--- src/rtl/bus_read_buffer_pkg.sv ---
// Shared PE-to-PE bus definitions used by the arbiter, the PE bus interface
// and the per-PE receive buffer.
package bus_read_buffer_pkg;

    localparam int BUS_NUM_PE     = 8;
    localparam int BUS_DATA_W     = 16;
    localparam int BUS_ADDR_W     = 3;
    localparam int BUS_FIFO_DEPTH = 8;
    // Arbiter decision + strobe + capture cycles still in flight when full rises.
    localparam int BUS_SKID       = 3;

    typedef logic [BUS_ADDR_W-1:0] pe_idx_t;
    typedef logic [BUS_DATA_W-1:0] bus_data_t;

    function automatic int fifo_count_w(input int depth);
        return $clog2(depth) + 1;
    endfunction

endpackage

--- src/rtl/bus_read_buffer_rx_fifo.sv ---
// Single-source receive FIFO: registered almost-full / not-empty flags,
// combinational head word, and an overflow pulse for a push into a full FIFO.
module bus_rx_fifo
    import bus_read_buffer_pkg::*;
#(
    parameter int DATA_LEN = BUS_DATA_W,
    parameter int DEPTH    = BUS_FIFO_DEPTH
) (
    input  logic                   clk,
    input  logic                   rst,
    input  logic                   push,
    input  logic [DATA_LEN-1:0]    push_data,
    input  logic                   pop,
    input  logic [$clog2(DEPTH):0] af_thresh,
    output logic                   almost_full,
    output logic                   not_empty,
    output logic [$clog2(DEPTH):0] count,
    output logic [DATA_LEN-1:0]    head_data,
    output logic                   overflow
);

    localparam int CW = fifo_count_w(DEPTH);
    localparam int PW = $clog2(DEPTH);

    logic [PW-1:0]       wr_ptr_q, wr_ptr_d;
    logic [PW-1:0]       rd_ptr_q, rd_ptr_d;
    logic [CW-1:0]       count_q, count_d;
    logic                almost_full_q, almost_full_d;
    logic                not_empty_q, not_empty_d;
    logic [DATA_LEN-1:0] mem_q [DEPTH];
    logic                full, do_push, do_pop;

    // A pop in the same cycle frees the slot, so a push into a full FIFO still lands.
    always_comb begin
        full          = (count_q == CW'(DEPTH));
        do_pop        = pop && (count_q != '0);
        do_push       = push && (!full || do_pop);
        overflow      = push && full && !do_pop;
        wr_ptr_d      = do_push ? wr_ptr_q + PW'(1) : wr_ptr_q;
        rd_ptr_d      = do_pop  ? rd_ptr_q + PW'(1) : rd_ptr_q;
        count_d       = count_q;
        if (do_push && !do_pop) begin
            count_d = count_q + CW'(1);
        end else if (do_pop && !do_push) begin
            count_d = count_q - CW'(1);
        end
        almost_full_d = (count_d >= af_thresh);
        not_empty_d   = (count_d != '0);
    end

    always_ff @(posedge clk or posedge rst) begin
        if (rst) begin
            wr_ptr_q      <= '0;
            rd_ptr_q      <= '0;
            count_q       <= '0;
            almost_full_q <= 1'b0;
            not_empty_q   <= 1'b0;
        end else begin
            wr_ptr_q      <= wr_ptr_d;
            rd_ptr_q      <= rd_ptr_d;
            count_q       <= count_d;
            almost_full_q <= almost_full_d;
            not_empty_q   <= not_empty_d;
        end
    end

    always_ff @(posedge clk) begin
        if (do_push) begin
            mem_q[wr_ptr_q] <= push_data;
        end
    end

    assign almost_full = almost_full_q;
    assign not_empty   = not_empty_q;
    assign count       = count_q;
    assign head_data   = mem_q[rd_ptr_q];

endmodule

--- src/rtl/bus_read_buffer.sv ---
// Per-PE receive endpoint: captures bus words one cycle after the arbiter
// strobe, sorts them into per-source FIFOs and serves pop-by-source reads.
module bus_read_buffer
    import bus_read_buffer_pkg::*;
#(
    parameter int NUM_PE       = BUS_NUM_PE,
    parameter int DATA_LEN     = BUS_DATA_W,
    parameter int BUS_ADDR_LEN = BUS_ADDR_W,
    parameter int DEPTH        = BUS_FIFO_DEPTH,
    parameter int SKID         = BUS_SKID
) (
    input  logic                    clk,
    input  logic                    rst,
    input  logic                    rd_from_bus,
    input  logic [DATA_LEN-1:0]     data_bus,
    input  logic [BUS_ADDR_LEN-1:0] addr_bus,
    output logic [NUM_PE-1:0]       rd_buffer_full,
    output logic [NUM_PE-1:0]       src_not_empty,
    input  logic                    pop_req,
    input  logic [BUS_ADDR_LEN-1:0] pop_src,
    output logic                    pop_valid,
    output logic [DATA_LEN-1:0]     pop_data,
    output logic                    overflow_err
);

    localparam int                    CW        = fifo_count_w(DEPTH);
    localparam logic [CW-1:0]         AF_THRESH = CW'(DEPTH - SKID);
    localparam logic [BUS_ADDR_LEN:0] NUM_PE_W  = (BUS_ADDR_LEN + 1)'(NUM_PE);

    logic                capture_pending_q, capture_pending_d;
    logic                init_q, init_d;
    logic                pop_valid_q, pop_valid_d;
    logic [DATA_LEN-1:0] pop_data_q, pop_data_d;
    logic                overflow_err_q, overflow_err_d;

    logic [NUM_PE-1:0]   push_vec, pop_vec, fifo_ovf;
    logic [DATA_LEN-1:0] head [NUM_PE];
    logic [CW-1:0]       cnt [NUM_PE];
    logic                addr_ok, pop_hit;
    logic [DATA_LEN-1:0] pop_head;

    // init_q masks a strobe that coincides with the first edge after reset release.
    always_comb begin
        init_d            = 1'b0;
        capture_pending_d = rd_from_bus && !init_q;
        addr_ok           = ({1'b0, addr_bus} < NUM_PE_W);
        push_vec          = '0;
        pop_vec           = '0;
        pop_hit           = 1'b0;
        pop_head          = '0;
        for (int s = 0; s < NUM_PE; s++) begin
            push_vec[s] = capture_pending_q && (addr_bus == BUS_ADDR_LEN'(s));
            pop_vec[s]  = pop_req && (pop_src == BUS_ADDR_LEN'(s));
            if (pop_vec[s] && (cnt[s] != '0)) begin
                pop_hit  = 1'b1;
                pop_head = head[s];
            end
        end
        pop_valid_d    = pop_hit;
        pop_data_d     = pop_hit ? pop_head : pop_data_q;
        overflow_err_d = overflow_err_q | (capture_pending_q && !addr_ok) | (|fifo_ovf);
    end

    always_ff @(posedge clk or posedge rst) begin
        if (rst) begin
            capture_pending_q <= 1'b0;
            init_q            <= 1'b1;
            pop_valid_q       <= 1'b0;
            pop_data_q        <= '0;
            overflow_err_q    <= 1'b0;
        end else begin
            capture_pending_q <= capture_pending_d;
            init_q            <= init_d;
            pop_valid_q       <= pop_valid_d;
            pop_data_q        <= pop_data_d;
            overflow_err_q    <= overflow_err_d;
        end
    end

    for (genvar s = 0; s < NUM_PE; s++) begin : g_src
        bus_rx_fifo #(
            .DATA_LEN (DATA_LEN),
            .DEPTH    (DEPTH)
        ) u_fifo (
            .clk         (clk),
            .rst         (rst),
            .push        (push_vec[s]),
            .push_data   (data_bus),
            .pop         (pop_vec[s]),
            .af_thresh   (AF_THRESH),
            .almost_full (rd_buffer_full[s]),
            .not_empty   (src_not_empty[s]),
            .count       (cnt[s]),
            .head_data   (head[s]),
            .overflow    (fifo_ovf[s])
        );
    end

    assign pop_valid    = pop_valid_q;
    assign pop_data     = pop_data_q;
    assign overflow_err = overflow_err_q;

endmodule

--- config.mk ---
export PLATFORM = sky130hd
export DESIGN_NAME = bus_read_buffer
export DESIGN_NICKNAME = d
export VERILOG_FILES = /design/src/rtl/bus_read_buffer_pkg.sv /design/src/rtl/bus_read_buffer_rx_fifo.sv /design/src/rtl/bus_read_buffer.sv
export SDC_FILE = /design/constraint.sdc
export NUM_CORES = 1
export LEC_CHECK = 0
export ABC_AREA = 1
export CAP_MARGIN = 20
export CORE_MARGIN = 5
export CORE_UTILIZATION = 49
export CTS_BUF_LIST = sky130_fd_sc_hd__clkbuf_4 sky130_fd_sc_hd__clkbuf_8 sky130_fd_sc_hd__clkbuf_16
export CTS_CLUSTER_SIZE = 20
export DETAILED_ROUTE_END_ITERATION = 10
export PLACE_DENSITY = 0.65
export SYNTH_ARGS = -nofsm -noshare
export SYNTH_HDL_FRONTEND = slang
export SYNTH_HIERARCHICAL = 1
export SYNTH_SLANG_ARGS = --single-unit
--- constraint.sdc ---
create_clock -name clk -period 5.7 [get_ports clk]
set_input_delay 0.57 -clock clk [delete_from_list [all_inputs] [get_ports clk]]
set_output_delay 0.57 -clock clk [all_outputs]
set_load 0.005 [all_outputs]
==> results.yml <==
run_status:
  run_status: "finished clean"
logic_synthesis:
  yosys_warnings: 6
  synth_cell_count_leaders: "1024 x sky130_fd_sc_hd__edfxtp_1, 943 x sky130_fd_sc_hd__nor2_1, 747 x sky130_fd_sc_hd__nand2_1, 257 x sky130_fd_sc_hd__o21ai_0, 256 x sky130_fd_sc_hd__o32ai_1"
  synthesis.area_um2: 48800
  synth.area.top_cells: "sky130_fd_sc_hd__edfxtp_1 63%, sky130_fd_sc_hd__nor2_1 7.3%, sky130_fd_sc_hd__dfrtp_1 5.9%"
  synth.most_common_cell: "sky130_fd_sc_hd__edfxtp_1"
  synth.lib_cells_used.distinct: 42
  synth.top_cell.area_share_pct: 63.1
  postSynth.topFlopCell: "sky130_fd_sc_hd__edfxtp_1"
  ys_ff_latch: 1140
  synth-edff-count: 1024
  seq_total_area_yosys_pct: 69.0
  synth_async_sr_flop_share_pct: 10.2
  post_synth.cell_area_avg_um2: 11.7
  netlist.top_cell.by_area: "sky130_fd_sc_hd__edfxtp_1"
  synth_cells: 4177
critical_path:
  reg2reg_slack_ps: 2680
  rr_startpoint: "g_src[3].u_fifo/rd_ptr_q[0]"
  crit_chain: "buf_4 > inv_2 > buf_4 > nor2_1 > o32ai_1 > nand2_1 > nand2_1 > nand2_1 > nand4_1 > nand2_1 > nand3_1"
  cp.required_ps: 6310
  critical_path_arrival_ps: 3620
  max_stage_delay_ps: 620
  cpMostUsedCell: "sky130_fd_sc_hd__nand2_1"
  worst_r2r_endpoint: "pop_data[9]"
  worst_path_max_delay_cell: "sky130_fd_sc_hd__dfrtp_2"
  worst-path-max-fanout: 65
  critPathLaunchType: "flip-flop"
  critical_path_class: "flip-flop to flip-flop"
  worstPathBufferInverterCount: 3
  crit_path_end_kind: "flip-flop"
  reg2reg_depth: 11
  cpLargestDelayFamily: "buffers and inverters"
finish:
  final_core_utilization_pct: 55.4
  ff_latch_area_um2: 33700
  antenna-diode-count: 0
  multiInputGateArea_um2: 13300
  final_net_count: 4374
  drive_gt1_share_pct: 10.7
  synthesis_to_layout_area_growth_pct: 12.0
  fillCellCount: 8179
sta:
  timing.clock.skew_ps: 20.7
  report.final.setup_viol: 0
  final_max_slew_viol_count: 0
  timing.setup.tns_ps: 0
  slew_headroom_pct: 26.2
  worst_margin_slew_ps: 1110
  timing.final.crit_share_pct: 52.9
  finalWorstPathRequiredPeriod_ps: 3020
  maxClockFrequency_ghz: 0.332
  hold_viol: 0
  grt_setup_unrepaired: "false"
clocking:
  post_cts_resized: 0
  cts_root_buffer: "sky130_fd_sc_hd__clkbuf_16"
  h_tree_level_count: 3
  cts_buffer_depth: 3
  cts.repair_timing.setup_buffer_count: 0
  clock_sink_count: 1140
  clkSlewWorstSetupHoldPaths_ps: 60
  cts_inserted_buffers: 113
  holdBufCountCts: 0
  clk_latency_ps: 680
  tritoncts: "done"
global_routing:
  first_global_vias: 30300
  gr-max-usage-layer: "met2"
  met1_resource_use_gr_pct: 31.7
  global_routing_usage_on_met3_pct: 4.39
  antenna_found_initial: 2
  global_route.usage.met2_pct: 34.7
  grt_max_degree: 67
  grt.overflow.total: 0
  grt_usage_pct: 22.3
  grt_first_pass_wirelength_um: 183000
floorplan:
  fp-row-count: 115
  core_area_um2: 98600
  die_w_um: 325
  design.portCount: 60
  initial_core_util_pct: 49.5
  die_area_um2: 106000
  floorplan.die.height_um: 325
routing:
  first_pass_iters: 5
  drc: 0
  route.vias.total: 31800
  detail_route.vias_per_cell: 5.61
  routed_length_per_placed_instance_um: 21.3
  dr.first_iter.drc_count: 3435
  final_antenna_net_count: 0
  routed_wirelength_um: 121000
min_path:
  min_path_type: "input pin to flip-flop"
  min_to: "capture_pending_q"
  hp-start: "rd_from_bus"
  worst_hold_path_cells: 3
power_and_ir_drop:
  power_per_cell_area_nw_per_um2: 470
  total_leakage_power_nw: 19.8
  vdd.ir_drop.worst_mv: 0.297
flow_run:
  cap_viol_max_count: 0
place:
  io_buffer_count: 59
  dp_hpwl_um: 70000
  place_congestion: 0.874
[worst register-to-register path: stages, from the launching register on]
cell,delay [ps]
sky130_fd_sc_hd__dfrtp_2,620
sky130_fd_sc_hd__buf_4,380
sky130_fd_sc_hd__inv_2,70
sky130_fd_sc_hd__buf_4,560
sky130_fd_sc_hd__nor2_1,130
sky130_fd_sc_hd__o32ai_1,470
sky130_fd_sc_hd__nand2_1,110
sky130_fd_sc_hd__nand2_1,80
sky130_fd_sc_hd__nand2_1,130
sky130_fd_sc_hd__nand4_1,210
sky130_fd_sc_hd__nand2_1,110
sky130_fd_sc_hd__nand3_1,80
[metal layers]
layer,part of all wire (%),routed length (um)
met1,43,52000
met2,45,54600
met3,7.9,9550
met4,3.6,4330
met5,0,0
[kinds of logic after synthesis]
kind of cell | synth area share, %
adder cells (fa/ha/maj) | 1.64
buffers and inverters | 3.87
AND/OR/NAND/NOR | 17.0
AO/OA/AOI/OAI | 7.70
XOR/XNOR | 0.772
other | 0.0154
multiplexers | 0.0231
flip-flops | 69.0
[metrics by stage]
stage / power [mW] / hold slack, ps / setup slack, ps / area [um^2] / cells
after floorplan: 15.8 / 435 / 2870 / 48900 / 4208
after global placement: 17.9 / 462 / 2360 / 50600 / 5450
final: 25.6 / 403 / 2680 / 54600 / 5669
after CTS: 25.7 / 371 / 2650 / 54500 / 5663
after global routing: 27.1 / 403 / 2410 / 54600 / 5669
after detailed placement: 18.0 / 469 / 2270 / 50600 / 5450
[sequential cells by signal, indices dropped and copies added, names as in the netlist]
register	cells
g_src.u_fifo/wr_ptr_q	24
overflow_err	1
g_src.u_fifo/count	32
g_src.u_fifo/not_empty	8
pop_data	16
g_src.u_fifo/rd_ptr_q	24
g_src.u_fifo/mem_q	1024
pop_valid	1
g_src.u_fifo/almost_full	8
init_q	1
capture_pending_q	1
[area by class of cell]
cell class,count,share of cell area [%]
clock inverter,79,1.44
tap,1287,2.95
multi-input combinational,2669,24.4
inverter,189,1.30
clock buffer,134,5.63
sequential,1140,61.7
timing repair buffer,171,2.61
[worst max-delay path by stage]
stage | startpoint | to | slack [ps] | cells after the start
global placement | addr_bus[2] | g_src[0].u_fifo/mem_q[0][1] | 2360 | 8
detailed placement | pop_req | g_src[7].u_fifo/mem_q[5][0] | 2270 | 8
CTS | g_src[3].u_fifo/rd_ptr_q[0] | pop_data[9] | 2650 | 11
finish | g_src[3].u_fifo/rd_ptr_q[0] | pop_data[9] | 2680 | 11
floorplan | pop_src[2] | g_src[1].u_fifo/mem_q[0][0] | 2870 | 9
global route | g_src[3].u_fifo/rd_ptr_q[0] | pop_data[9] | 2410 | 11
[cells in the final DEF, fill, tap and decap left out, types with 33 or more instances in the layout]
| cell | netlist | final |
|---|---|---|
| sky130_fd_sc_hd__o32ai_1 | 256 | 256 |
| sky130_fd_sc_hd__nor2_1 | 943 | 942 |
| sky130_fd_sc_hd__nand3_1 | 131 | 131 |
| sky130_fd_sc_hd__clkbuf_16 | 0 | 117 |
| sky130_fd_sc_hd__ha_1 | 64 | 64 |
| sky130_fd_sc_hd__buf_4 | 3 | 106 |
| sky130_fd_sc_hd__clkinv_1 | 8 | 36 |
| sky130_fd_sc_hd__nand4_1 | 41 | 41 |
| sky130_fd_sc_hd__xor2_1 | 39 | 39 |
| sky130_fd_sc_hd__inv_1 | 153 | 153 |
| sky130_fd_sc_hd__clkdlybuf4s50_1 | 0 | 43 |
| sky130_fd_sc_hd__edfxtp_1 | 1024 | 1024 |
| sky130_fd_sc_hd__o21ai_0 | 257 | 257 |
| sky130_fd_sc_hd__dfrtp_1 | 115 | 99 |
| sky130_fd_sc_hd__conb_1 | 2 | 33 |
| sky130_fd_sc_hd__nand2_1 | 747 | 747 |
[report_power, final]
part	internal, mW	switching, mW
Clock	4.52	3.15
Combinational	2.53	4.99
Sequential	9.53	0.920
Total	16.6	9.06
Power figures use the tool's default switching activity.
